## src/rtl/control_sequencer.sv

```systemverilog
// control_sequencer
// Multi-cycle control unit for the ALUSystem datapath. A single FSM walks
// INIT -> FETCH_L -> FETCH_H -> EXEC1 [-> EXEC2] and back to FETCH_L, and
// drives every datapath control field from a register.
//
// Timing: the control vector for a state is computed on the edge that enters
// that state and is registered alongside the state code. T_State and the
// control outputs therefore always describe the same cycle. EXEC1 decodes
// IR_Out and ALU_ZCNO as they stand on the edge entering EXEC1. EXEC2 decodes
// IR_Out as it stands on the edge entering EXEC2.
//
// After Reset is released, the first rising edge stays in INIT and issues the
// clear vector. The next edge moves to FETCH_L.
//
// Optional build macro: CU_SINGLE_STEP_EN
//   defined   : adds the Step input and the PAUSE state. Every completed
//               instruction parks in PAUSE (idle vector) until Step=1 is
//               seen on a rising edge.
//   undefined : no Step port; completed instructions go straight to FETCH_L.
//
// Handshake: there is no valid/ready pair on this block. Step is a level that
// is sampled only in PAUSE: PAUSE is left on the first rising edge where
// Step=1. Step is ignored in every other state.
module control_sequencer (
  input  logic        Clock,
  input  logic        Reset,
  input  logic [15:0] IR_Out,
  input  logic [3:0]  ALU_ZCNO,
`ifdef CU_SINGLE_STEP_EN
  input  logic        Step,
`endif
  output logic [2:0]  RF_OutASel,
  output logic [2:0]  RF_OutBSel,
  output logic [1:0]  RF_FunSel,
  output logic [3:0]  RF_RSel,
  output logic [3:0]  RF_TSel,
  output logic [3:0]  ALU_FunSel,
  output logic [1:0]  ARF_OutASel,
  output logic [1:0]  ARF_OutBSel,
  output logic [1:0]  ARF_FunSel,
  output logic [3:0]  ARF_RSel,
  output logic        IR_LH,
  output logic        IR_Enable,
  output logic [1:0]  IR_Funsel,
  output logic        Mem_WR,
  output logic        Mem_CS,
  output logic [1:0]  MuxASel,
  output logic [1:0]  MuxBSel,
  output logic        MuxCSel,
  output logic        Halted,
  output logic [2:0]  T_State
);

  // State codes are visible on T_State, so they are fixed explicitly.
  typedef enum logic [2:0] {
    ST_INIT    = 3'd0,
    ST_FETCH_L = 3'd1,
    ST_FETCH_H = 3'd2,
    ST_EXEC1   = 3'd3,
    ST_EXEC2   = 3'd4,
`ifdef CU_SINGLE_STEP_EN
    ST_PAUSE   = 3'd5,
`endif
    ST_HALT    = 3'd6
  } state_t;

  // One record holds every registered control field. The field order matches
  // the output port list.
  typedef struct packed {
    logic [2:0] rf_outa_sel;
    logic [2:0] rf_outb_sel;
    logic [1:0] rf_fun_sel;
    logic [3:0] rf_rsel;
    logic [3:0] rf_tsel;
    logic [3:0] alu_fun_sel;
    logic [1:0] arf_outa_sel;
    logic [1:0] arf_outb_sel;
    logic [1:0] arf_fun_sel;
    logic [3:0] arf_rsel;
    logic       ir_lh;
    logic       ir_enable;
    logic [1:0] ir_funsel;
    logic       mem_wr;
    logic       mem_cs;
    logic [1:0] mux_a_sel;
    logic [1:0] mux_b_sel;
    logic       mux_c_sel;
  } ctrl_t;

  // Idle vector: nothing is written, and memory is deselected (CS is
  // active-low).
  localparam ctrl_t CTRL_IDLE = '{3'd0, 3'd0, 2'd0, 4'd0, 4'd0, 4'd0, 2'd0, 2'd0,
                                  2'd0, 4'd0, 1'b0, 1'b0, 2'd0, 1'b0, 1'b1,
                                  2'd0, 2'd0, 1'b0};

  // Register-file and address-register function codes.
  localparam logic [1:0] FUN_INC   = 2'b01;
  localparam logic [1:0] FUN_LOAD  = 2'b10;
  localparam logic [1:0] FUN_CLEAR = 2'b11;

  // Mux A / Mux B source codes.
  localparam logic [1:0] MUX_ALU = 2'b00;
  localparam logic [1:0] MUX_MEM = 2'b01;
  localparam logic [1:0] MUX_IR  = 2'b10;

  // Opcodes.
  localparam logic [3:0] OP_LD  = 4'd0;
  localparam logic [3:0] OP_ST  = 4'd1;
  localparam logic [3:0] OP_ALU = 4'd2;
  localparam logic [3:0] OP_BRA = 4'd3;
  localparam logic [3:0] OP_BNE = 4'd4;
  localparam logic [3:0] OP_HLT = 4'd5;

  // Instruction fields.
  logic [3:0] opcode;
  logic [1:0] rx;
  logic [1:0] ry;
  logic       mode_direct;
  logic [3:0] alu_fn;
  logic [3:0] rx_onehot;
  logic       unused_inputs;

  assign opcode      = IR_Out[15:12];
  assign rx          = IR_Out[11:10];
  assign ry          = IR_Out[1:0];
  assign mode_direct = IR_Out[8];
  assign alu_fn      = IR_Out[7:4];

  // Write enables for R1..R4. R1 is bit 3, so register Rx is bit (3 - rx).
  assign rx_onehot     = 4'b1000 >> rx;
  assign unused_inputs = ^{IR_Out[9], IR_Out[3:2], ALU_ZCNO[2:0]};

  // Registered state and outputs.
  state_t state_q, state_d;
  ctrl_t  ctrl_q, ctrl_d;
  logic   halted_q, halted_d;
  logic   init_done_q, init_done_d;

  // Pre-built vectors used by the next-state logic.
  ctrl_t  exec1_ctrl;
  ctrl_t  exec2_ctrl;
  logic   needs_exec2;
  ctrl_t  done_ctrl;
  state_t done_state;

  // Fetch vector: read memory at PC into one IR half and increment PC.
  function automatic ctrl_t ctrl_fetch(input logic high_half);
    ctrl_t c;
    c              = CTRL_IDLE;
    c.arf_outb_sel = 2'b00;
    c.mem_cs       = 1'b0;
    c.ir_enable    = 1'b1;
    c.ir_funsel    = FUN_LOAD;
    c.ir_lh        = high_half;
    c.arf_rsel     = 4'b1000;
    c.arf_fun_sel  = FUN_INC;
    return c;
  endfunction

  // Load AR with the address field IR[7:0].
  function automatic ctrl_t ctrl_ar_load();
    ctrl_t c;
    c             = CTRL_IDLE;
    c.mux_b_sel   = MUX_IR;
    c.arf_rsel    = 4'b0100;
    c.arf_fun_sel = FUN_LOAD;
    return c;
  endfunction

  // Load PC with the target field IR[7:0].
  function automatic ctrl_t ctrl_branch();
    ctrl_t c;
    c             = CTRL_IDLE;
    c.mux_b_sel   = MUX_IR;
    c.arf_rsel    = 4'b1000;
    c.arf_fun_sel = FUN_LOAD;
    return c;
  endfunction

  // Where a completed instruction goes next.
  always_comb begin
`ifdef CU_SINGLE_STEP_EN
    done_state = ST_PAUSE;
    done_ctrl  = CTRL_IDLE;
`else
    done_state = ST_FETCH_L;
    done_ctrl  = ctrl_fetch(1'b0);
`endif
  end

  // EXEC1 decode: one cycle of work per opcode. Unused opcodes fall through
  // to the idle vector (NOP).
  always_comb begin
    exec1_ctrl = CTRL_IDLE;
    case (opcode)
      OP_LD: begin
        if (mode_direct) begin
          exec1_ctrl = ctrl_ar_load();
        end else begin
          exec1_ctrl.mux_a_sel  = MUX_IR;
          exec1_ctrl.rf_rsel    = rx_onehot;
          exec1_ctrl.rf_fun_sel = FUN_LOAD;
        end
      end
      OP_ST: exec1_ctrl = ctrl_ar_load();
      OP_ALU: begin
        exec1_ctrl.rf_outa_sel = {1'b1, rx};
        exec1_ctrl.rf_outb_sel = {1'b1, ry};
        exec1_ctrl.alu_fun_sel = alu_fn;
        exec1_ctrl.mux_a_sel   = MUX_ALU;
        exec1_ctrl.rf_rsel     = rx_onehot;
        exec1_ctrl.rf_fun_sel  = FUN_LOAD;
      end
      OP_BRA: exec1_ctrl = ctrl_branch();
      // BNE branches only when the Z flag is clear.
      OP_BNE: if (!ALU_ZCNO[3]) exec1_ctrl = ctrl_branch();
      default: exec1_ctrl = CTRL_IDLE;
    endcase
  end

  // EXEC2 decode: the memory access of LD direct and ST, both addressed by AR.
  always_comb begin
    exec2_ctrl  = CTRL_IDLE;
    needs_exec2 = 1'b0;
    if (opcode == OP_LD && mode_direct) begin
      needs_exec2             = 1'b1;
      exec2_ctrl.arf_outb_sel = 2'b01;
      exec2_ctrl.mem_cs       = 1'b0;
      exec2_ctrl.mux_a_sel    = MUX_MEM;
      exec2_ctrl.rf_rsel      = rx_onehot;
      exec2_ctrl.rf_fun_sel   = FUN_LOAD;
    end else if (opcode == OP_ST) begin
      // Rx passes through the ALU unchanged to the memory data input.
      needs_exec2             = 1'b1;
      exec2_ctrl.rf_outa_sel  = {1'b1, rx};
      exec2_ctrl.mux_c_sel    = 1'b0;
      exec2_ctrl.alu_fun_sel  = 4'b0000;
      exec2_ctrl.arf_outb_sel = 2'b01;
      exec2_ctrl.mem_cs       = 1'b0;
      exec2_ctrl.mem_wr       = 1'b1;
    end
  end

  // Next state, and the control vector that will be registered with it.
  always_comb begin
    state_d     = state_q;
    ctrl_d      = CTRL_IDLE;
    init_done_d = 1'b1;
    case (state_q)
      ST_INIT: begin
        if (!init_done_q) begin
          // First edge after reset: issue the clear of all registers.
          state_d            = ST_INIT;
          ctrl_d.rf_rsel     = 4'b1111;
          ctrl_d.rf_fun_sel  = FUN_CLEAR;
          ctrl_d.arf_rsel    = 4'b1110;
          ctrl_d.arf_fun_sel = FUN_CLEAR;
        end else begin
          state_d = ST_FETCH_L;
          ctrl_d  = ctrl_fetch(1'b0);
        end
      end
      ST_FETCH_L: begin
        state_d = ST_FETCH_H;
        ctrl_d  = ctrl_fetch(1'b1);
      end
      ST_FETCH_H: begin
        state_d = ST_EXEC1;
        ctrl_d  = exec1_ctrl;
      end
      ST_EXEC1: begin
        if (opcode == OP_HLT) begin
          state_d = ST_HALT;
          ctrl_d  = CTRL_IDLE;
        end else if (needs_exec2) begin
          state_d = ST_EXEC2;
          ctrl_d  = exec2_ctrl;
        end else begin
          state_d = done_state;
          ctrl_d  = done_ctrl;
        end
      end
      ST_EXEC2: begin
        state_d = done_state;
        ctrl_d  = done_ctrl;
      end
`ifdef CU_SINGLE_STEP_EN
      ST_PAUSE: begin
        if (Step) begin
          state_d = ST_FETCH_L;
          ctrl_d  = ctrl_fetch(1'b0);
        end else begin
          state_d = ST_PAUSE;
          ctrl_d  = CTRL_IDLE;
        end
      end
`endif
      // HALT is left only through Reset.
      ST_HALT: begin
        state_d = ST_HALT;
        ctrl_d  = CTRL_IDLE;
      end
      default: begin
        state_d     = ST_INIT;
        ctrl_d      = CTRL_IDLE;
        init_done_d = 1'b0;
      end
    endcase
    halted_d = (state_d == ST_HALT);
  end

  // State, control vector and status flops. Reset forces INIT with the idle
  // vector.
  always_ff @(posedge Clock or negedge Reset) begin
    if (!Reset) begin
      state_q     <= ST_INIT;
      ctrl_q      <= CTRL_IDLE;
      halted_q    <= 1'b0;
      init_done_q <= 1'b0;
    end else begin
      state_q     <= state_d;
      ctrl_q      <= ctrl_d;
      halted_q    <= halted_d;
      init_done_q <= init_done_d;
    end
  end

  assign RF_OutASel  = ctrl_q.rf_outa_sel;
  assign RF_OutBSel  = ctrl_q.rf_outb_sel;
  assign RF_FunSel   = ctrl_q.rf_fun_sel;
  assign RF_RSel     = ctrl_q.rf_rsel;
  assign RF_TSel     = ctrl_q.rf_tsel;
  assign ALU_FunSel  = ctrl_q.alu_fun_sel;
  assign ARF_OutASel = ctrl_q.arf_outa_sel;
  assign ARF_OutBSel = ctrl_q.arf_outb_sel;
  assign ARF_FunSel  = ctrl_q.arf_fun_sel;
  assign ARF_RSel    = ctrl_q.arf_rsel;
  assign IR_LH       = ctrl_q.ir_lh;
  assign IR_Enable   = ctrl_q.ir_enable;
  assign IR_Funsel   = ctrl_q.ir_funsel;
  assign Mem_WR      = ctrl_q.mem_wr;
  assign Mem_CS      = ctrl_q.mem_cs;
  assign MuxASel     = ctrl_q.mux_a_sel;
  assign MuxBSel     = ctrl_q.mux_b_sel;
  assign MuxCSel     = ctrl_q.mux_c_sel;
  assign Halted      = halted_q;
  assign T_State     = state_q;

endmodule

```

## config.mk

```make
export PLATFORM = sky130hd
export DESIGN_NAME = control_sequencer
export DESIGN_NICKNAME = d
export VERILOG_FILES = /design/src/rtl/control_sequencer.sv
export SDC_FILE = /design/constraint.sdc
export NUM_CORES = 1
export LEC_CHECK = 0
export BUFFER_PORTS_ARGS = -buffer_cell sky130_fd_sc_hd__buf_2
export CAP_MARGIN = 5
export CORE_MARGIN = 4
export CORE_UTILIZATION = 49
export DETAILED_ROUTE_END_ITERATION = 7
export GPL_TIMING_DRIVEN = 0
export PLACE_DENSITY = 0.83
export SYNTH_ARGS = -nofsm -noshare
export SYNTH_HDL_FRONTEND = slang
export SYNTH_SLANG_ARGS = --single-unit
```

## constraint.sdc

```tcl
create_clock -name Clock -period 4.1 [get_ports Clock]
set_clock_uncertainty 0.2 [all_clocks]
set_input_delay 0 -clock Clock [delete_from_list [all_inputs] [get_ports Clock]]
set_output_delay 0 -clock Clock [all_outputs]
set_load 0.02 [all_outputs]
```

Yosys cells after proc, flatten, opt, wreduce, memory -nomap -nowiden
Index checks and enable logic that the tools add are counted.
{"block": "classes", "reduce_logical": 5, "muxes": 33, "n_shift": 1, "n_eq_ne": 11}
{"operator": "$pmux 41 s5", "count": 1}
{"operator": "$mux 41", "count": 2}
{"operator": "$pmux 16 s4", "count": 1}
{"operator": "$pmux 12 s3", "count": 1}
{"operator": "$mux 6", "count": 4}
{"operator": "$pmux 3 s6", "count": 1}
{"operator": "$mux 17", "count": 1}
{"operator": "$mux 3", "count": 5}
{"operator": "$mux 12", "count": 1}
{"operator": "$pmux 4 s3", "count": 1}
{"operator": "$mux 10", "count": 1}
{"operator": "$eq 3x3->1 const B", "count": 3}
{"operator": "$mux 1", "count": 9}
{"operator": "$pmux 3 s3", "count": 1}
{"operator": "$eq 4x2->1 const B", "count": 2}
{"operator": "$eq 4x3->1 const B", "count": 2}
{"operator": "$pmux 4 s2", "count": 1}
{"operator": "$eq 3x2->1 const B", "count": 2}
{"operator": "$reduce_or 6->1", "count": 1}
{"operator": "$eq 4x1->1 const B", "count": 1}
{"operator": "$logic_not 4->1", "count": 1}
{"operator": "$mux 2", "count": 2}
{"operator": "$pmux 2 s2", "count": 1}
{"operator": "$shr 4x2->4 const A", "count": 1}
{"operator": "other kinds (4)", "count": 4}
{"block": "totals", "regBits": 46, "inputBits": 22, "output_inout_bits": 45}

Depth between registers and ports, before layout
Gate-level depths: netlist (run 1).
{"block": "logic_depth", "ltp_word": 7, "mapped_depth": 5, "depth_no_buf": 3}

Worst setup path before layout (run 1)
Ideal clock, no wire load.
{"block": "synth_path", "kind": "register to register", "from": "register state_q[0] (netlist: T_State[0])", "to": "register ctrl_q (netlist bit RF_OutASel[0])", "slack_ns": 2.418, "arrival_time_ns": 1.416, "setup_ns": 0.066, "period_less_slack_ns": 1.682, "path_stages_with_launch": 4, "cell_sequence": "dfrtp_1 > or3b_4 > a2111oi_4 > and2_1"}
{"element": "start: declaration", "line_no": "134", "source": "state_t state_q, state_d;"}
{"element": "start signal: assignment", "line_no": "321", "source": "state_q <= state_d;"}
{"element": "end signal: assignment", "line_no": "322", "source": "ctrl_q <= ctrl_d;"}
{"element": "end: declaration", "line_no": "135", "source": "ctrl_t ctrl_q, ctrl_d;"}

==> flow_summary.json, run 1 <==
{
  "critPathMaxStageDelay_ns": 0.67,
  "ys.flop_type": "dfrtp_1",
  "startpoint_type": "input pin",
  "cts-buffers-inserted": 5,
  "synth.distinct_cells": 38,
  "ir_worst_vdd_uv": 312,
  "drc": 0,
  "dr.first_iter.drc_count": 57,
  "reg2reg_from": "T_State[2]",
  "end_kind": "register",
  "die-area_sq_um": 3930,
  "die_y_microns": 62.7,
  "synth_common_cells": "dfrtp_1 (32), buf_4 (13), o21ai_0 (10)",
  "place.gp.congestion": 0.887,
  "p_sw_share_pct": 37.5,
  "netlist_area_sq_um": 1460,
  "tightest_slew_ns": 0.719,
  "fin_crit_sh_pct": 56.2,
  "grt_pass1_wl_microns": 5800,
  "nets": 237,
  "cts_tree": "built",
  "crit_family": "buffers and inverters",
  "leakagePower_nw": 1.09,
  "fin_util_pct": 72.4,
  "die_w_microns": 62.7,
  "path_cells": "dlygate4sd3_1, buf_6, nor2_1, dlygate4sd3_1, nand4b_1, dlygate4sd3_1, o21ai_0",
  "drive_gt1_share_pct": 36.6,
  "port_buffers": 48,
  "critPathBufInv": 4,
  "wirelength_microns": 3410,
  "cts_num_sinks": 33,
  "synth.top_cells.by_area": "dfrtp_1 (55%), buf_4 (6.7%), and2_1 (3.8%)",
  "critPathArrivalTime_ns": 2.38,
  "rsz0062_at_grt": "false",
  "layoutNonFillerInstCount": 247,
  "dr_total_vias": 1244,
  "yosysWarnings": 0,
  "root_buffer": "clkbuf_4",
  "diodes": 0,
  "critPathKind": "input pin to register",
  "cp_common_cell": "dlygate4sd3_1",
  "ys_ff_latch": 33,
  "p_seq_share_pct": 44.1,
  "p_per_area_nw_per_um2": 445,
  "dr.pass1.iters": 5,
  "n_fill_cell": 212,
  "cp.required_ns": 4.17,
  "finalHoldWorstSlack_ns": 0.0331,
  "internal-power_uw": 565,
  "comb_power_share_pct": 36.9,
  "critPathSlowestCell": "dlygate4sd3_1",
  "synth_seq_area_share_pct": 56.5,
  "synth_top_area_share_pct": 54.7,
  "core_sq_um": 2810,
  "cts.htree.levels": 2,
  "setup_viol": 0,
  "cts_hold_buf": 20,
  "fin_crit_ns": 2.30,
  "avgViaCountPerCell": 5.04,
  "drtAntennaViolNets": 0,
  "path_clk_slew_ns": 0.11,
  "syn_avg_cell_area_sq_um": 11.3,
  "hold_path_class": "input pin to async pin",
  "tns_ns": 0,
  "clkPwrFrac_pct": 19.0,
  "outcome": "finished clean",
  "drv_slew": 0,
  "grt_pass1_vias": 1225,
  "p_switching_uw": 340,
  "relSlewSlack_pct": 52.1,
  "p_total_uw": 905,
  "async_flop_share_pct": 100,
  "grtUsageTotal_pct": 18.8,
  "hold_viol": 0,
  "worstSetupStartpoint": "IR_Out[12]",
  "cts.path.max_buffers": 2,
  "synth.most_common_cell": "dfrtp_1",
  "io_pins": 67,
  "yosys.area.top_type": "dfrtp_1",
  "grt_max_degree": 34,
  "num_rows": 19,
  "area_growth_pct": 38.8,
  "clock_latency_ns": 0.34,
  "dp_hpwl_microns": 2350,
  "path_max_fanout": 10,
  "fmax_mhz": 434,
  "synth-edff-count": 0,
  "grt-ovfl-total": 0,
  "cts_resized": 0,
  "netlist_instances": 130,
  "maxCapViolCount": 0,
  "wl_per_cell_microns": 13.8,
  "antenna_found_initial": 0,
  "post_cts_buffers": 0,
  "start_util_pct": 52.2,
  "dp.cells": 219
}
## worst reg2reg max path, cell delays in order, from the launching register on
cell and delay (ns):
dfrtp_1 0.44, clkbuf_2 0.23, nor3b_1 0.49, nand4b_1 0.16, dlygate4sd3_1 0.58, o21ai_0 0.13
## metal layers
layer  vias to the layer above  routed length [microns]  global-route usage [%]
met5                         -                        0                       0
met4                         0                       52                    7.99
met3                         5                      256                    6.29
met2                        56                     1700                    30.6
met1                       591                     1400                    22.6
li1                        592                        -                       -
## placed cells by master (no fill, tap or decap), drive strengths merged, types with 3 or more instances in the layout
cell type / Yosys / routed
and2: 9 / 9
buf: 15 / 63
clkbuf: 6 / 12
conb: 1 / 11
dfrtp: 32 / 32
dlygate4sd3: 0 / 20
nand2: 3 / 3
nand2b: 5 / 5
nor2: 8 / 8
nor2b: 4 / 4
nor3: 3 / 3
o21ai: 10 / 10
o31ai: 3 / 3
## logic make-up (layout without fill, tap and decap cells)
logic type | Yosys count | count (layout) | synth area share [%]
and+or+nand+nor | 49 | 49 | 21.1
DFF | 33 | 33 | 56.5
buffers and inverters | 23 | 99 | 9.91
AOI/OAI and AO/OA | 22 | 22 | 10.9
other | 1 | 11 | 0.256
xor gates and xnor gates | 1 | 1 | 0.598
muxes | 1 | 1 | 0.684
## power groups by stage
stage / Sequential, mW / Clock [mW] / Combinational, mW
floorplan: 0.458 / 0 / 0.166
global placement: 0.403 / 0 / 0.309
detailed placement: 0.406 / 0 / 0.316
CTS: 0.399 / 0.178 / 0.331
global route: 0.405 / 0.193 / 0.362
finish: 0.399 / 0.172 / 0.334
## path summary, 6_finish.rpt
path	to	slack [ns]	cells past startpoint
max in group asynchronous	T_State[1]	3.20	2
worst max register to register	RF_RSel[1]	1.80	5
worst min register to register	T_State[0]	0.42	2
worst min-delay path	RF_OutASel[0]	0.03	2
worst max-delay path	RF_RSel[1]	1.80	7
min in group Clock	RF_OutBSel[0]	0.20	3
## flip-flops by register name, indices dropped and copies added, names as in the netlist
name and count:
Mem_CS 1, MuxASel 2, ARF_OutBSel 1, MuxBSel 1
T_State 3, ARF_FunSel 2, IR_Enable 1, Mem_WR 1
RF_FunSel 2, init_done_q 1, RF_OutBSel 3, ALU_FunSel 4
RF_RSel 4, ARF_RSel 2, RF_OutASel 3, IR_LH 1
Halted 1
## metrics by stage
stage          setup slack, ns  cell area [sq um]
6_report                  1.80               2030
4_1_cts                   1.86               2030
5_1_grt                   1.64               2030
3_5_place_dp              2.38               1780
3_3_place_gp              2.39               1780
2_1_floorplan             2.42               1500
## cell type report
| cell class | instances | area [sq um] | area share [%] |
|---|---|---|---|
| clock buffer | 6 | 41.3 | 2.03 |
| tap | 31 | 38.8 | 1.91 |
| inverter | 2 | 7.51 | 0.369 |
| sequential | 33 | 827 | 40.7 |
| clock inverter | 2 | 10.0 | 0.493 |
| multi-input combinational | 84 | 529 | 26.0 |
| buffer | 21 | 138 | 6.77 |
| timing repair buffer | 68 | 440 | 21.7 |
Power figures use the tool's default switching activity.
==> run 2, diff against run 1 <==
--- a/config.mk
+++ b/config.mk
@@ -8,10 +8,10 @@
 export BUFFER_PORTS_ARGS = -buffer_cell sky130_fd_sc_hd__buf_2
 export CAP_MARGIN = 5
 export CORE_MARGIN = 4
-export CORE_UTILIZATION = 49
+export CORE_UTILIZATION = 46
 export DETAILED_ROUTE_END_ITERATION = 7
 export GPL_TIMING_DRIVEN = 0
-export PLACE_DENSITY = 0.83
+export PLACE_DENSITY = 0.79
 export SYNTH_ARGS = -nofsm -noshare
 export SYNTH_HDL_FRONTEND = slang
 export SYNTH_SLANG_ARGS = --single-unit
==> constraint.sdc (replaced) <==
create_clock -name Clock -period 2.2 [get_ports Clock]
set_clock_uncertainty 0.2 [all_clocks]
set_input_delay 0 -clock Clock [delete_from_list [all_inputs] [get_ports Clock]]
set_output_delay 0 -clock Clock [all_outputs]
set_load 0.02 [all_outputs]
==> flow_summary.json, run 2 (synthesis results as in run 1) <==
{
  "place.gp.congestion": 0.879,
  "fin_crit_ns": 1.92,
  "drtAntennaViolNets": 0,
  "grt_pass1_wl_microns": 5550,
  "core_sq_um": 3050,
  "diodes": 0,
  "drv_slew": 0,
  "maxCapViolCount": 0,
  "die-area_sq_um": 4150,
  "path_max_fanout": 6,
  "tightest_slew_ns": 0.705,
  "grt-ovfl-total": 0,
  "cts_resized": 0,
  "cp.required_ns": 2.28,
  "setup_viol": 0,
  "nets": 234,
  "relSlewSlack_pct": 53.0,
  "start_util_pct": 48.0,
  "critPathKind": "register to register",
  "antenna_found_initial": 0,
  "wl_per_cell_microns": 12.8,
  "tns_ns": 0,
  "cts-buffers-inserted": 5,
  "startpoint_type": "register",
  "p_total_mw": 1.68,
  "post_cts_buffers": 0,
  "drive_gt1_share_pct": 37.6,
  "final_common_cell": "buf_2",
  "cts_tree": "built",
  "dr_total_vias": 1194,
  "area_growth_pct": 38.1,
  "grt_max_degree": 34,
  "wirelength_microns": 3300,
  "drc": 0,
  "ir_worst_vdd_uv": 537,
  "dr.first_iter.drc_count": 26,
  "fin_util_pct": 66.2,
  "end_kind": "register",
  "rsz0062_at_grt": "false",
  "p_per_area_nw_per_um2": 829,
  "avgViaCountPerCell": 4.65,
  "grtUsageTotal_pct": 17.3,
  "seq_area_sq_um": 827,
  "outcome": "finished clean",
  "fmax_mhz": 520,
  "n_fill_cell": 261,
  "num_rows": 20,
  "leakagePower_nw": 1.07,
  "path_clk_slew_ns": 0.11,
  "dp_hpwl_microns": 2250,
  "critPathArrivalTime_ns": 2.01,
  "fin_crit_sh_pct": 87.4,
  "grt_pass1_vias": 1200,
  "hold_viol": 0,
  "port_buffers": 48,
  "cts.path.max_buffers": 2,
  "hold_path_class": "input pin to async pin",
  "io_pins": 67,
  "cts.htree.levels": 2,
  "die_w_microns": 64.4,
  "final_cell_mix": "buf_2 (49), dfrtp_1 (32), dlygate4sd3_1 (17), buf_4 (13), conb_1 (11)",
  "dr.pass1.iters": 4,
  "multi_input_area_sq_um": 529,
  "cts_num_sinks": 33,
  "root_buffer": "clkbuf_4",
  "die_y_microns": 64.4,
  "clock_latency_ns": 0.33
}
[run 2: changes by cell type in the layout (fill, tap and decap cells not counted), sizes merged]
cell and delta:
clkinvlp +1, dlygate4sd3 -3, clkbuf -1
[run 2: cell type report]
type / count / area share, %
Timing Repair Buffer: 65 / 20.3
Clock buffer: 5 / 1.86
Tap cell: 44 / 2.72
Buffer: 21 / 6.81
Inverter: 2 / 0.371
Multi-Input combinational cell: 84 / 26.2
Sequential cell: 33 / 40.9
Clock inverter: 3 / 0.866
[run 2: timing repair]
item,CTS,global route
hold buffers,17,0
endpoints found under the setup margin,0,0
hold endpoints to repair,60,0
[run 2: routing by layer]
metal | part of all wire [%] | GRT usage (%)
met5 | 0 | 0
met2 | 51 | 29.3
met4 | 2.1 | 7.39
met1 | 39 | 20.3
met3 | 7.9 | 5.37
[run 2: final timing paths]
path	from	end	slack [ns]	depth (start not counted)
worst max-delay path	T_State[0]	MuxASel[1]	0.28	4
worst min-delay path	Reset	ARF_OutBSel[0]	0.06	2
worst max register to register	T_State[0]	MuxASel[1]	0.28	4
worst min register to register	init_done_q	T_State[0]	0.42	2
max in group asynchronous	Reset	RF_RSel[2]	1.29	2
min in group Clock	IR_Out[1]	RF_OutBSel[1]	0.21	3
[run 2: report_power, final]
| group | switching [mW] | leakage [nW] | internal (mW) |
|---|---|---|---|
| registers | 0.0525 | 0.434 | 0.693 |
| logic | 0.371 | 0.607 | 0.237 |
| clock network | 0.201 | 0.0310 | 0.120 |
[run 2: worst max-delay path, stage by stage (launching register included)]
cell,delay (ns)
dfrtp_1,0.46
nor4b_2,0.45
nand2_1,0.09
nor3_1,0.12
dlygate4sd3_1,0.56
[run 2: per-stage QoR]
| stage | worst slack, ns | instances | area (sq um) | hold WS, ns |
|---|---|---|---|---|
| after floorplan | 0.518 | 140 | 1500 | -0.496 |
| after global placement | 0.491 | 232 | 1800 | -0.123 |
| after detailed placement | 0.454 | 232 | 1800 | -0.100 |
| after CTS | 0.250 | 257 | 2020 | 0.0662 |
| after global routing | 0.127 | 257 | 2020 | 0.104 |
| final | 0.276 | 257 | 2020 | 0.0588 |
==> run 3, diff against run 2 <==
--- a/config.mk
+++ b/config.mk
@@ -10,8 +10,8 @@
 export CORE_MARGIN = 4
 export CORE_UTILIZATION = 46
 export DETAILED_ROUTE_END_ITERATION = 7
-export GPL_TIMING_DRIVEN = 0
 export PLACE_DENSITY = 0.79
+export SLEW_MARGIN = 30
 export SYNTH_ARGS = -nofsm -noshare
 export SYNTH_HDL_FRONTEND = slang
 export SYNTH_SLANG_ARGS = --single-unit
==> flow_summary.json, run 3 (synthesis results as in run 1) <==
{
  "area_growth_pct": 28.9,
  "drv_slew": 0,
  "grt-ovfl-total": 0,
  "final_common_cell": "buf_2",
  "layoutNonFillerInstCount": 237,
  "p_sw_share_pct": 36.9,
  "cts-buffers-inserted": 5,
  "cp.required_ns": 2.26,
  "outcome": "finished clean",
  "start_util_pct": 48.0,
  "critPathMaxStageDelay_ns": 0.56,
  "drc": 0,
  "io_pins": 67,
  "maxCapViolCount": 0,
  "grt_pass1_wl_microns": 5130,
  "ir_worst_vdd_uv": 553,
  "port_buffers": 49,
  "p_per_area_nw_per_um2": 860,
  "internal-power_mw": 1.02,
  "nets": 214,
  "place.gp.congestion": 0.843,
  "die_y_microns": 64.4,
  "rsz0062_at_grt": "false",
  "tns_ns": 0,
  "crit_family": "buffers and inverters",
  "path_clk_slew_ns": 0.10,
  "wirelength_microns": 3050,
  "critPathArrivalTime_ns": 2.10,
  "dp_hpwl_microns": 2170,
  "antenna_found_initial": 0,
  "grt_pass1_vias": 1139,
  "cts.htree.levels": 2,
  "p_seq_share_pct": 49.2,
  "p_switching_uw": 599,
  "cts.path.max_buffers": 2,
  "num_rows": 20,
  "n_fill_cell": 272,
  "p_total_mw": 1.62,
  "wl_per_cell_microns": 12.9,
  "grt_max_degree": 34,
  "dr.first_iter.drc_count": 49,
  "hold_path_class": "input pin to async pin",
  "r2r-end": "MuxASel[1]",
  "end_kind": "register",
  "reg2reg_from": "T_State[2]",
  "placed_cell_area_sq_um": 1670,
  "hold_viol": 0,
  "fmax_mhz": 490,
  "dr_total_vias": 1129,
  "critPathSlowestCell": "dlygate4sd3_1",
  "critPathKind": "register to register",
  "dp.cells": 213,
  "path_cells": "nor4b_2, buf_4, nand2_1, nor3_1, dlygate4sd3_1",
  "setup_viol": 0,
  "drtAntennaViolNets": 0,
  "fin_crit_sh_pct": 92.8,
  "comb_power_share_pct": 31.8,
  "final_cell_mix": "buf_2 (49), dfrtp_1 (29), dlygate4sd3_1 (16), conb_1 (11), o21ai_0 (10)",
  "clock_latency_ns": 0.32,
  "core_sq_um": 3050,
  "path_max_fanout": 14,
  "cts_tree": "built",
  "diodes": 0,
  "startpoint_type": "register",
  "relSlewSlack_pct": 54.2,
  "fin_area_sq_um": 1890,
  "cts_num_sinks": 33,
  "reg2reg_setup_slack_ns": 0.16,
  "die_w_microns": 64.4,
  "leakagePower_nw": 0.983,
  "avgViaCountPerCell": 4.76,
  "finalHoldWorstSlack_ns": 0.0688,
  "tightest_slew_ns": 0.686,
  "root_buffer": "clkbuf_4",
  "clkPwrFrac_pct": 19.0,
  "critPathBufInv": 2,
  "fin_crit_ns": 2.04,
  "worst_r2r_path_depth": 5,
  "die-area_sq_um": 4150,
  "grtUsageTotal_pct": 15.8,
  "drive_gt1_share_pct": 35.2,
  "dr.pass1.iters": 4
}
==> run 3: worst max path at each step <==
| stage | from | to | slack (ns) | cells past startpoint |
|---|---|---|---|---|
| after floorplan | T_State[0] | RF_OutASel[0] | 0.52 | 3 |
| after global placement | T_State[0] | RF_OutASel[0] | 0.41 | 3 |
| after detailed placement | T_State[0] | RF_OutASel[0] | 0.35 | 3 |
| after CTS | T_State[2] | MuxASel[1] | 0.07 | 5 |
| after global routing | T_State[2] | MuxASel[1] | 0.04 | 5 |
| final | T_State[2] | MuxASel[1] | 0.16 | 5 |
==> run 3: per-layer routing <==
metal	GRT usage, %	vias up	share of wire, %
met5	0	-	0
met4	5.80	0	1.3
met3	5.03	7	7.3
met2	25.4	43	49
met1	19.9	537	42
li1	-	542	-
==> run 3: worst register-to-register path: stages (launching register included) <==
cell	delay, ns
dfrtp_2	0.52
nor4b_2	0.36
buf_4	0.18
nand2_1	0.05
nor3_1	0.12
dlygate4sd3_1	0.56
==> run 3: layout make-up <==
| class | instances | area, sq um | share of cell area (%) |
|---|---|---|---|
| well taps | 44 | 55.1 | 2.92 |
| clock buffers | 6 | 41.3 | 2.19 |
| multi-input cells | 84 | 529 | 28.1 |
| repair buffers | 66 | 413 | 21.9 |
| inverters | 2 | 7.51 | 0.398 |
| flip-flops and latches | 33 | 831 | 44.0 |
| clock inverters | 2 | 10.0 | 0.531 |
==> run 3: through the flow <==
step / utilization [%] / setup slack (ns)
final: 61.8 / 0.158
after global routing: 61.8 / 0.0381
after CTS: 61.7 / 0.0658
after detailed placement: 54.8 / 0.348
after global placement: 54.8 / 0.411
after floorplan: - / 0.518
==> run 3: what timing repair did <==
item,CTS,global route
buffers inserted,0,0
gates resized for setup,0,3
hold buffers,16,0
setup endpoints to repair,0,1
endpoints found under the hold margin,60,0
==> run 3: power groups by stage <==
stage	clock network, mW	logic, mW	registers [mW]
5_1_grt	0.361	0.560	0.818
2_1_floorplan	0	0.309	0.853
3_3_place_gp	0	0.484	0.796
3_5_place_dp	0	0.496	0.803
6_report	0.309	0.516	0.798
4_1_cts	0.322	0.519	0.793
